--- src/rtl/transfer_datapath.sv ---
// transfer_datapath: register-transfer datapath executing one control-unit microcommand per clock
//
// Holds PC, SP, MA, MD, IR, A and AP; drives memory, IN and OUT ports; IR feeds the control FSM.
// Optional build macro: DP_STACK_GUARD_EN (SP saturates at its ends and raises sticky o_stack_err).
//
// Ports:
//   i_clk, i_rstn         clock (rising edge), asynchronous active-low reset
//   i_transfer_cmd        microcommand 0..F
//   i_inc_pc              increment PC (a PC load from MD/AP takes priority)
//   i_inc_dec_sp          01 = SP+1, 10 = SP-1, else hold
//   i_alu_res_to_ap       command A writes AP when 1, A when 0
//   i_reset_ir            clear IR (an IR load takes priority)
//   i_alu_r               ALU result
//   o_a, o_ap, o_md       ALU operand registers
//   o_ir                  instruction register / FSM opcode
//   o_pc, o_sp            program counter, stack pointer
//   o_mem_addr/o_mem_wdata/o_mem_we, i_mem_rdata   memory port (addr = MA, wdata = MD)
//   i_in_data             input port
//   o_out_data, o_out_strobe   output port register and its one-cycle strobe
//   o_stack_err           sticky stack-guard flag
module transfer_datapath #(
    parameter int                DATA_W  = 8,
    parameter int                ADDR_W  = 8,
    parameter logic [ADDR_W-1:0] PC_INIT = '0,
    parameter logic [ADDR_W-1:0] SP_INIT = ADDR_W'('hFF)
) (
    input  logic              i_clk,
    input  logic              i_rstn,
    input  logic [3:0]        i_transfer_cmd,
    input  logic              i_inc_pc,
    input  logic [1:0]        i_inc_dec_sp,
    input  logic              i_alu_res_to_ap,
    input  logic              i_reset_ir,
    input  logic [DATA_W-1:0] i_alu_r,
    output logic [DATA_W-1:0] o_a,
    output logic [DATA_W-1:0] o_ap,
    output logic [DATA_W-1:0] o_md,
    output logic [7:0]        o_ir,
    output logic [ADDR_W-1:0] o_pc,
    output logic [ADDR_W-1:0] o_sp,
    output logic [ADDR_W-1:0] o_mem_addr,
    output logic [DATA_W-1:0] o_mem_wdata,
    output logic              o_mem_we,
    input  logic [DATA_W-1:0] i_mem_rdata,
    input  logic [DATA_W-1:0] i_in_data,
    output logic [DATA_W-1:0] o_out_data,
    output logic              o_out_strobe,
    output logic              o_stack_err
);
    localparam logic [3:0] CMD_MA_PC  = 4'h1;
    localparam logic [3:0] CMD_MD_MEM = 4'h2;
    localparam logic [3:0] CMD_IR_MD  = 4'h3;
    localparam logic [3:0] CMD_MA_MD  = 4'h4;
    localparam logic [3:0] CMD_R_MD   = 4'h5;
    localparam logic [3:0] CMD_MA_AP  = 4'h6;
    localparam logic [3:0] CMD_MA_SP  = 4'h7;
    localparam logic [3:0] CMD_MD_R   = 4'h8;
    localparam logic [3:0] CMD_WRITE  = 4'h9;
    localparam logic [3:0] CMD_ALU    = 4'hA;
    localparam logic [3:0] CMD_PC_MD  = 4'hB;
    localparam logic [3:0] CMD_A_IN   = 4'hC;
    localparam logic [3:0] CMD_OUT    = 4'hD;
    localparam logic [3:0] CMD_PC_AP  = 4'hE;
    localparam logic [3:0] CMD_MD_PC  = 4'hF;

    // data <-> address moves keep the LSBs, zero-extending when widening
    function automatic logic [ADDR_W-1:0] d2a(input logic [DATA_W-1:0] d);
        return ADDR_W'(d);
    endfunction
    function automatic logic [DATA_W-1:0] a2d(input logic [ADDR_W-1:0] a);
        return DATA_W'(a);
    endfunction

    logic [ADDR_W-1:0] pc_q, pc_d, sp_q, sp_d, ma_q, ma_d;
    logic [DATA_W-1:0] md_q, md_d, a_q, a_d, ap_q, ap_d, out_q, out_d;
    logic [7:0]        ir_q, ir_d;
    logic              stb_q, stb_d, err_q, err_d;
    logic              sel_ap, sp_inc, sp_dec, sp_bad;
    logic [3:0]        cmd;

    assign cmd = i_transfer_cmd;

    always_comb begin
        sel_ap = ir_q[1] | (ir_q == 8'hC1);
        sp_inc = i_inc_dec_sp == 2'b01;
        sp_dec = i_inc_dec_sp == 2'b10;
`ifdef DP_STACK_GUARD_EN
        sp_bad = (sp_inc & (&sp_q)) | (sp_dec & ~(|sp_q));
`else
        sp_bad = 1'b0;
`endif
        pc_d  = cmd == CMD_PC_MD ? d2a(md_q) :
                cmd == CMD_PC_AP ? d2a(ap_q) :
                i_inc_pc         ? pc_q + ADDR_W'(1) : pc_q;
        sp_d  = sp_bad ? sp_q :
                sp_inc ? sp_q + ADDR_W'(1) :
                sp_dec ? sp_q - ADDR_W'(1) : sp_q;
        ma_d  = cmd == CMD_MA_PC ? pc_q :
                cmd == CMD_MA_MD ? d2a(md_q) :
                cmd == CMD_MA_AP ? d2a(ap_q) :
                cmd == CMD_MA_SP ? sp_q : ma_q;
        md_d  = cmd == CMD_MD_MEM ? i_mem_rdata :
                cmd == CMD_MD_R   ? (sel_ap ? ap_q : a_q) :
                cmd == CMD_MD_PC  ? a2d(pc_q) : md_q;
        ir_d  = cmd == CMD_IR_MD ? md_q[7:0] : i_reset_ir ? 8'h00 : ir_q;
        a_d   = (cmd == CMD_R_MD && !sel_ap)          ? md_q :
                (cmd == CMD_ALU && !i_alu_res_to_ap)  ? i_alu_r :
                cmd == CMD_A_IN                       ? i_in_data : a_q;
        ap_d  = (cmd == CMD_R_MD && sel_ap)           ? md_q :
                (cmd == CMD_ALU && i_alu_res_to_ap)   ? i_alu_r : ap_q;
        out_d = cmd == CMD_OUT ? a_q : out_q;
        stb_d = cmd == CMD_OUT;
        err_d = err_q | sp_bad;
    end

    always_ff @(posedge i_clk or negedge i_rstn) begin
        if (!i_rstn) begin
            pc_q  <= PC_INIT;
            sp_q  <= SP_INIT;
            ma_q  <= '0;
            md_q  <= '0;
            ir_q  <= '0;
            a_q   <= '0;
            ap_q  <= '0;
            out_q <= '0;
            stb_q <= 1'b0;
            err_q <= 1'b0;
        end else begin
            pc_q  <= pc_d;
            sp_q  <= sp_d;
            ma_q  <= ma_d;
            md_q  <= md_d;
            ir_q  <= ir_d;
            a_q   <= a_d;
            ap_q  <= ap_d;
            out_q <= out_d;
            stb_q <= stb_d;
            err_q <= err_d;
        end
    end

    // gated by reset so an in-flight write is dropped the moment reset asserts
    assign o_mem_we     = i_rstn & (cmd == CMD_WRITE);
    assign o_mem_addr   = ma_q;
    assign o_mem_wdata  = md_q;
    assign o_pc         = pc_q;
    assign o_sp         = sp_q;
    assign o_md         = md_q;
    assign o_ir         = ir_q;
    assign o_a          = a_q;
    assign o_ap         = ap_q;
    assign o_out_data   = out_q;
    assign o_out_strobe = stb_q;
    assign o_stack_err  = err_q;
endmodule

--- config.mk ---
export PLATFORM = sky130hd
export DESIGN_NAME = transfer_datapath
export DESIGN_NICKNAME = d
export VERILOG_FILES = /design/src/rtl/transfer_datapath.sv
export SDC_FILE = /design/constraint.sdc
export NUM_CORES = 1
export LEC_CHECK = 0
export BUFFER_PORTS_ARGS = -buffer_cell sky130_fd_sc_hd__clkbuf_2
export CORE_UTILIZATION = 30
export DETAILED_ROUTE_END_ITERATION = 7
export PLACE_DENSITY = 0.48
export RECOVER_POWER = 50
export SKIP_LAST_GASP = 1
export SLEW_MARGIN = 20
export SYNTH_ARGS = -nofsm -noshare
export SYNTH_HDL_FRONTEND = slang
export SYNTH_SLANG_ARGS = --single-unit
--- constraint.sdc ---
create_clock -name i_clk -period 4.9 [get_ports i_clk]
set_input_delay 0.245 -clock i_clk [delete_from_list [all_inputs] [get_ports i_clk]]
set_output_delay 0.245 -clock i_clk [all_outputs]
set_load 0.01 [all_outputs]
==> impl_metrics.json, run 1 <==
{
  "status": "completed",
  "antenna_found_initial": 0,
  "p_sw_mw": 1.001,
  "fmaxAchievable_mhz": 422.7,
  "ff2ff_path_depth": 4,
  "synthesis.nets": 487,
  "syn_area_um2": 4218,
  "clkTransAtPathRegs_ns": 0.06,
  "start_kind": "primary input",
  "synth-seq-area-share_pct": 38.80,
  "holdWs_ns": 0.1115,
  "holdBufCountCts": 0,
  "netlist_instances": 441,
  "dpl.hpwl_mm": 10.10,
  "p_int_mw": 1.595,
  "core_um2": 13450,
  "dr.pass1.iters": 4,
  "crit_fanout": 31,
  "cellLeakagePower_nw": 2.173,
  "tightest_slew_ns": 1.051,
  "vdd.ir_drop.worst_v": 0.0002770,
  "rrSetupSlack_ns": 2.78,
  "die_area_um2": 14540,
  "powerDensity_nw_per_um2": 514.7,
  "cap_violations": 0,
  "die_x_um": 120.6,
  "fp.dieH_um": 120.6,
  "finalWirelength_mm": 13.91,
  "fin_crit_ns": 2.366,
  "gp_congestion": 0.8620,
  "clkLatencyLatePin_ns": 0.34,
  "grt_start_max_net_pins": 67,
  "synth_async_sr_flop_share_pct": 100.0,
  "setup_tns_ns": 0,
  "track_usage_pct": 19.52,
  "htreeDepth": 3,
  "ant_nets": 0,
  "grt_pass1_wl_mm": 21.07,
  "yosysUniqueCellTypes": 66,
  "cp_data_required_time_ns": 5.15,
  "portBuffers": 108,
  "synth_edf_count": 0,
  "ios": 110,
  "hp-class": "primary input to asynchronous set/reset pin",
  "combPwrFrac_pct": 34.8,
  "nets": 570,
  "fin_worst_skew_ns": 0.009524,
  "path_class": "primary input to flop",
  "cts-root-buf": "clkbuf_16",
  "initial_utilization_pct": 31.35,
  "diodes": 0,
  "avgSynthCellArea_um2": 9.564,
  "slew_headroom_pct": 29.80,
  "hold_viol": 0,
  "drive_gt1_share_pct": 22.68,
  "tritoncts": "built",
  "tritoncts_num_sinks": 65,
  "rr_startpoint": "o_ir[6]$_DFFE_PN0P_",
  "post_cts_buffers": 0,
  "rows": 42,
  "wl_per_cell_um": 19.72,
  "via_per_inst": 5.384,
  "power_mw": 2.596,
  "ys_warn_count": 0,
  "setup_viol": 0,
  "worstSetupEndpointType": "flop",
  "power_frac_seq_pct": 38.0,
  "ys.flop_type": "dfrtp_1",
  "fin_crit_sh_pct": 48.28,
  "syn_to_final_growth_pct": 19.58,
  "clk_path_buf_depth": 2,
  "drt-initial-drc-count": 226,
  "timing.rr.end": "o_ap[3]$_DFFE_PN0P_",
  "drc": 0,
  "via_count": 3796,
  "rsz0062_at_grt": "false",
  "netSwitchingFraction_pct": 38.57,
  "clock_power_share_pct": 27.2,
  "synth-seq-cells": 65,
  "cts_inserted_buffers": 9,
  "grt_pass1_vias": 3727,
  "cts_resized": 0,
  "overflow": 0,
  "crit_arrival_ns": 2.62,
  "timing.final.max_slew_violations": 0
}
## per-layer routing
metal,share of wire (%),GRT usage [%]
met1,44,24.39
met2,49,32.40
met3,4.7,3.915
met4,2.9,8.796
met5,0,0
## critical path: stages
cell	delay, ns
clkbuf_2	0.37
nand4bb_1	0.63
a211oi_2	0.99
nor3_1	0.13
a211oi_2	0.23
## cell type report
type                       count  area, um2
clock inverter                 7      93.84
multi-input combinational    318       2286
sequential                    65       1637
fill                        1415       8409
tap                          176      220.2
inverter                      21      78.83
clock buffer                   9      225.2
timing repair buffer         109      503.0
## cell families after synthesis
| family | after synthesis | share of synthesized area, % |
|---|---|---|
| compound gates | 144 | 25.10 |
| fa+ha+maj | 11 | 3.441 |
| simple gates | 125 | 16.61 |
| buf+inv | 58 | 7.001 |
| other cells | 1 | 0.08891 |
| mux | 27 | 6.704 |
| xor+xnor | 10 | 2.255 |
| flops | 65 | 38.80 |
## flip-flops by register name, indices dropped and copies added (netlist names)
register / cells
o_out_strobe: 1
o_out_data: 8
o_md: 8
o_mem_addr: 8
o_sp: 8
o_pc: 8
o_ap: 8
o_a: 8
o_ir: 8
## power by group through the flow
stage / registers (mW) / logic (mW) / clock network, mW
2_1_floorplan: 0.963 / 0.555 / 0
3_3_place_gp: 0.990 / 0.910 / 0
3_5_place_dp: 0.997 / 0.922 / 0
4_1_cts: 0.988 / 0.926 / 0.719
5_1_grt: 1.01 / 0.991 / 0.738
6_report: 0.987 / 0.902 / 0.707
## how the worst max path moves through the flow
stage | cells past startpoint | to | start | slack, ns
2_1_floorplan | 9 | o_sp[7]$_DFFE_PN1P_ | i_inc_dec_sp[1] | 2.92
3_3_place_gp | 5 | o_a[6]$_DFFE_PN0P_ | i_transfer_cmd[3] | 2.33
3_5_place_dp | 5 | o_a[6]$_DFFE_PN0P_ | i_transfer_cmd[3] | 2.22
4_1_cts | 5 | o_a[6]$_DFFE_PN0P_ | i_transfer_cmd[3] | 2.56
5_1_grt | 5 | o_a[6]$_DFFE_PN0P_ | i_transfer_cmd[3] | 2.34
6_report | 5 | o_a[6]$_DFFE_PN0P_ | i_transfer_cmd[3] | 2.53
## Yosys cell counts (4+ instances only)
library cell	number	area, um2
a2bb2oi_1	8	70.07
dfrtp_1	57	1426
o22ai_1	4	25.02
a211o_1	12	105.1
nor2_1	23	86.33
inv_1	21	78.83
a221o_1	8	80.08
o211ai_1	18	135.1
nor3_1	11	55.05
nand3_1	7	35.03
o21ai_0	39	195.2
buf_4	10	75.07
buf_2	8	40.04
o311a_1	8	80.08
xnor2_1	6	52.55
ha_1	10	125.1
and3_1	4	25.02
mux2i_1	17	170.2
dfstp_2	8	210.2
mux2_2	10	112.6
nand2b_1	10	62.56
a21oi_1	6	30.03
clkbuf_1	14	52.55
o31ai_1	6	45.04
nor3b_1	13	97.59
nand2_1	34	127.6
buf_6	4	45.04
a211oi_1	13	97.59
## metrics by stage
stage	std cells	instance area, um2	utilization [%]	setup WS (ns)
3_5_place_dp	689	4770	35.45	2.223
2_1_floorplan	441	4218	-	2.918
6_report	705	5044	37.49	2.534
5_1_grt	705	5044	37.49	2.342
3_3_place_gp	689	4770	35.45	2.326
4_1_cts	705	5089	37.83	2.560
## cell usage in the layout (no fill, tap or decap), drive strengths merged, types with 10 or more instances in the layout
master / Yosys / final
nor3: 12 / 12
o211ai: 18 / 18
a211o: 12 / 12
nand2b: 10 / 10
a211oi: 15 / 15
o21ai: 42 / 42
clkbuf: 14 / 116
nand2: 34 / 34
mux2: 10 / 10
dfrtp: 57 / 57
inv: 21 / 22
ha: 10 / 10
mux2i: 17 / 17
nor2: 23 / 23
nor3b: 14 / 14
Note: power is estimated with default switching activity, not from simulation.
==> inputs of run 2 (changes only) <==
--- a/config.mk
+++ b/config.mk
@@ -8,7 +8,7 @@
 export BUFFER_PORTS_ARGS = -buffer_cell sky130_fd_sc_hd__clkbuf_2
 export CORE_UTILIZATION = 30
 export DETAILED_ROUTE_END_ITERATION = 7
-export PLACE_DENSITY = 0.48
+export PLACE_DENSITY = 0.5
 export RECOVER_POWER = 50
 export SKIP_LAST_GASP = 1
 export SLEW_MARGIN = 20
==> constraint.sdc (replaced) <==
create_clock -name i_clk -period 1.9 [get_ports i_clk]
set_input_delay 0.095 -clock i_clk [delete_from_list [all_inputs] [get_ports i_clk]]
set_output_delay 0.095 -clock i_clk [all_outputs]
set_load 0.01 [all_outputs]
==> impl_metrics.json, run 2 (synthesis gave the netlist of run 1 again) <==
{
  "die_x_um": 120.6,
  "clkLatencyLatePin_ns": 0.34,
  "tritoncts_num_sinks": 65,
  "slew_headroom_pct": 8.133,
  "clk_path_buf_depth": 2,
  "hold_viol": 0,
  "finalWirelength_mm": 13.79,
  "nets": 606,
  "whs_path_depth": 2,
  "dpl.hpwl_mm": 10.46,
  "tritoncts": "built",
  "path_class": "flop to flop",
  "crit_arrival_ns": 2.11,
  "rrSetupSlack_ns": 0.07,
  "fmaxAchievable_mhz": 546.8,
  "start_kind": "flop",
  "via_count": 3936,
  "rows": 42,
  "final.setup.worst_slack_ns": 0.07127,
  "htreeDepth": 3,
  "overflow": 0,
  "portBuffers": 108,
  "ant_nets": 0,
  "fin_worst_skew_ns": 0.01061,
  "cp_data_required_time_ns": 2.18,
  "drc": 0,
  "path_cells": "fa_1, a21o_1, a31o_2, a2111oi_2, nand3b_1",
  "grt_start_max_net_pins": 42,
  "rr_startpoint": "o_sp[0]$_DFFE_PN1P_",
  "powerDensity_nw_per_um2": 1281,
  "fp.dieH_um": 120.6,
  "via_per_inst": 5.312,
  "timing.rr.end": "o_sp[6]$_DFFE_PN1P_",
  "post_cts_buffers": 0,
  "critPathBufInv": 0,
  "antenna_found_initial": 0,
  "tightest_slew_ns": 1.378,
  "ff2ff_path_depth": 5,
  "vdd.ir_drop.worst_v": 0.0008477,
  "grt_pass1_vias": 3856,
  "critPathTopFamily": "compound AO/OA/AOI/OAI gates",
  "cellLeakagePower_nw": 2.353,
  "drive_gt1_share_pct": 29.20,
  "fin_crit_sh_pct": 96.25,
  "wl_per_cell_um": 18.61,
  "min-delay-start": "i_alu_r[0]",
  "core_um2": 13450,
  "diodes": 0,
  "cts_inserted_buffers": 9,
  "setup_viol": 0,
  "dr.pass1.iters": 4,
  "use_met2_pct": 32.58,
  "power_mw": 6.807,
  "ios": 110,
  "slowest_stage": "fa_1",
  "worstSetupEndpointType": "flop",
  "timing.final.max_slew_violations": 0,
  "gp_congestion": 0.9077,
  "slowest_delay_ns": 0.45,
  "use_met1_pct": 25.34,
  "grt.met3_usage_pct": 3.726,
  "drt-initial-drc-count": 242,
  "die_area_um2": 14540,
  "grt_pass1_wl_mm": 21.39,
  "hp-class": "primary input to flop",
  "status": "completed",
  "rsz0062_at_grt": "true",
  "clkTransAtPathRegs_ns": 0.06,
  "initial_utilization_pct": 31.35,
  "grt-busiest-layer": "met2",
  "final_cell_mix": "clkbuf_2, dfrtp_1, o21ai_0",
  "fin_crit_ns": 1.829,
  "final_common_cell": "clkbuf_2",
  "min_to": "o_ap[0]$_DFFE_PN0P_",
  "fillCellCount": 1383,
  "cap_violations": 0,
  "post-place-ws_ns": -0.1276,
  "crit_fanout": 2,
  "track_usage_pct": 19.47,
  "cts-root-buf": "clkbuf_16",
  "syn_to_final_growth_pct": 25.96
}
run 2: cell count changes in the layout (fill, tap and decap cells not counted), sizes merged:
cell / change
clkbuf: +5
bufinv: -1
dlygate4sd3: +1
clkinv: +1
buf: +30
run 2: worst max path at each step:
stage	startpoint	cells after the start	to	slack, ns
floorplan	o_sp[6]$_DFFE_PN1P_	6	o_sp[7]$_DFFE_PN1P_	0.06
global placement	i_inc_dec_sp[1]	9	o_sp[7]$_DFFE_PN1P_	-0.06
detailed placement	i_inc_dec_sp[1]	9	o_sp[6]$_DFFE_PN1P_	-0.13
CTS	o_sp[0]$_DFFE_PN1P_	5	o_sp[6]$_DFFE_PN1P_	0.03
global route	o_sp[5]$_DFFE_PN1P_	5	o_sp[7]$_DFFE_PN1P_	-0.02
finish	o_sp[0]$_DFFE_PN1P_	5	o_sp[6]$_DFFE_PN1P_	0.07
run 2: layout make-up:
cell class	count	area (um2)	area share [%]
clock buffer	9	225.2	4.239
clock inverter	7	68.82	1.295
inverter	21	78.83	1.484
multi-input combinational	318	2310	43.48
sequential	65	1637	30.81
tap	176	220.2	4.145
timing repair buffer	145	773.2	14.55
run 2: timing repair:
action	in CTS	in global routing
hold buffers	1	0
gates resized for setup	0	6
hold endpoints to repair	57	0
endpoints found under the setup margin	0	2
run 2: power breakdown:
group / internal [mW] / leakage [nW] / switching [mW]
Combinational: 1.28 / 1.42 / 1.39
Sequential: 1.86 / 0.791 / 0.603
Clock: 1.01 / 0.142 / 0.653
run 2: per-stage QoR:
| step | hold WS (ns) | std cells | area [um2] | setup TNS (ns) | utilization (%) |
|---|---|---|---|---|---|
| after floorplan | -0.2006 | 441 | 4218 | 0 | - |
| after global placement | 0.1530 | 724 | 5032 | -0.1076 | 37.41 |
| after detailed placement | 0.1534 | 724 | 5032 | -0.2405 | 37.41 |
| after CTS | 0.01570 | 741 | 5336 | 0 | 39.67 |
| after global routing | 0.01894 | 741 | 5313 | -0.01605 | 39.49 |
| final | 0.02165 | 741 | 5313 | 0 | 39.49 |
run 2: layer usage:
| metal | vias to the layer above | part of all wire [%] | wire (um) |
|---|---|---|---|
| li1 | 1872 | - | - |
| met1 | 1941 | 45 | 6186 |
| met2 | 104 | 48 | 6675 |
| met3 | 19 | 5.1 | 701 |
| met4 | 0 | 1.6 | 225 |
| met5 | - | 0 | 0 |
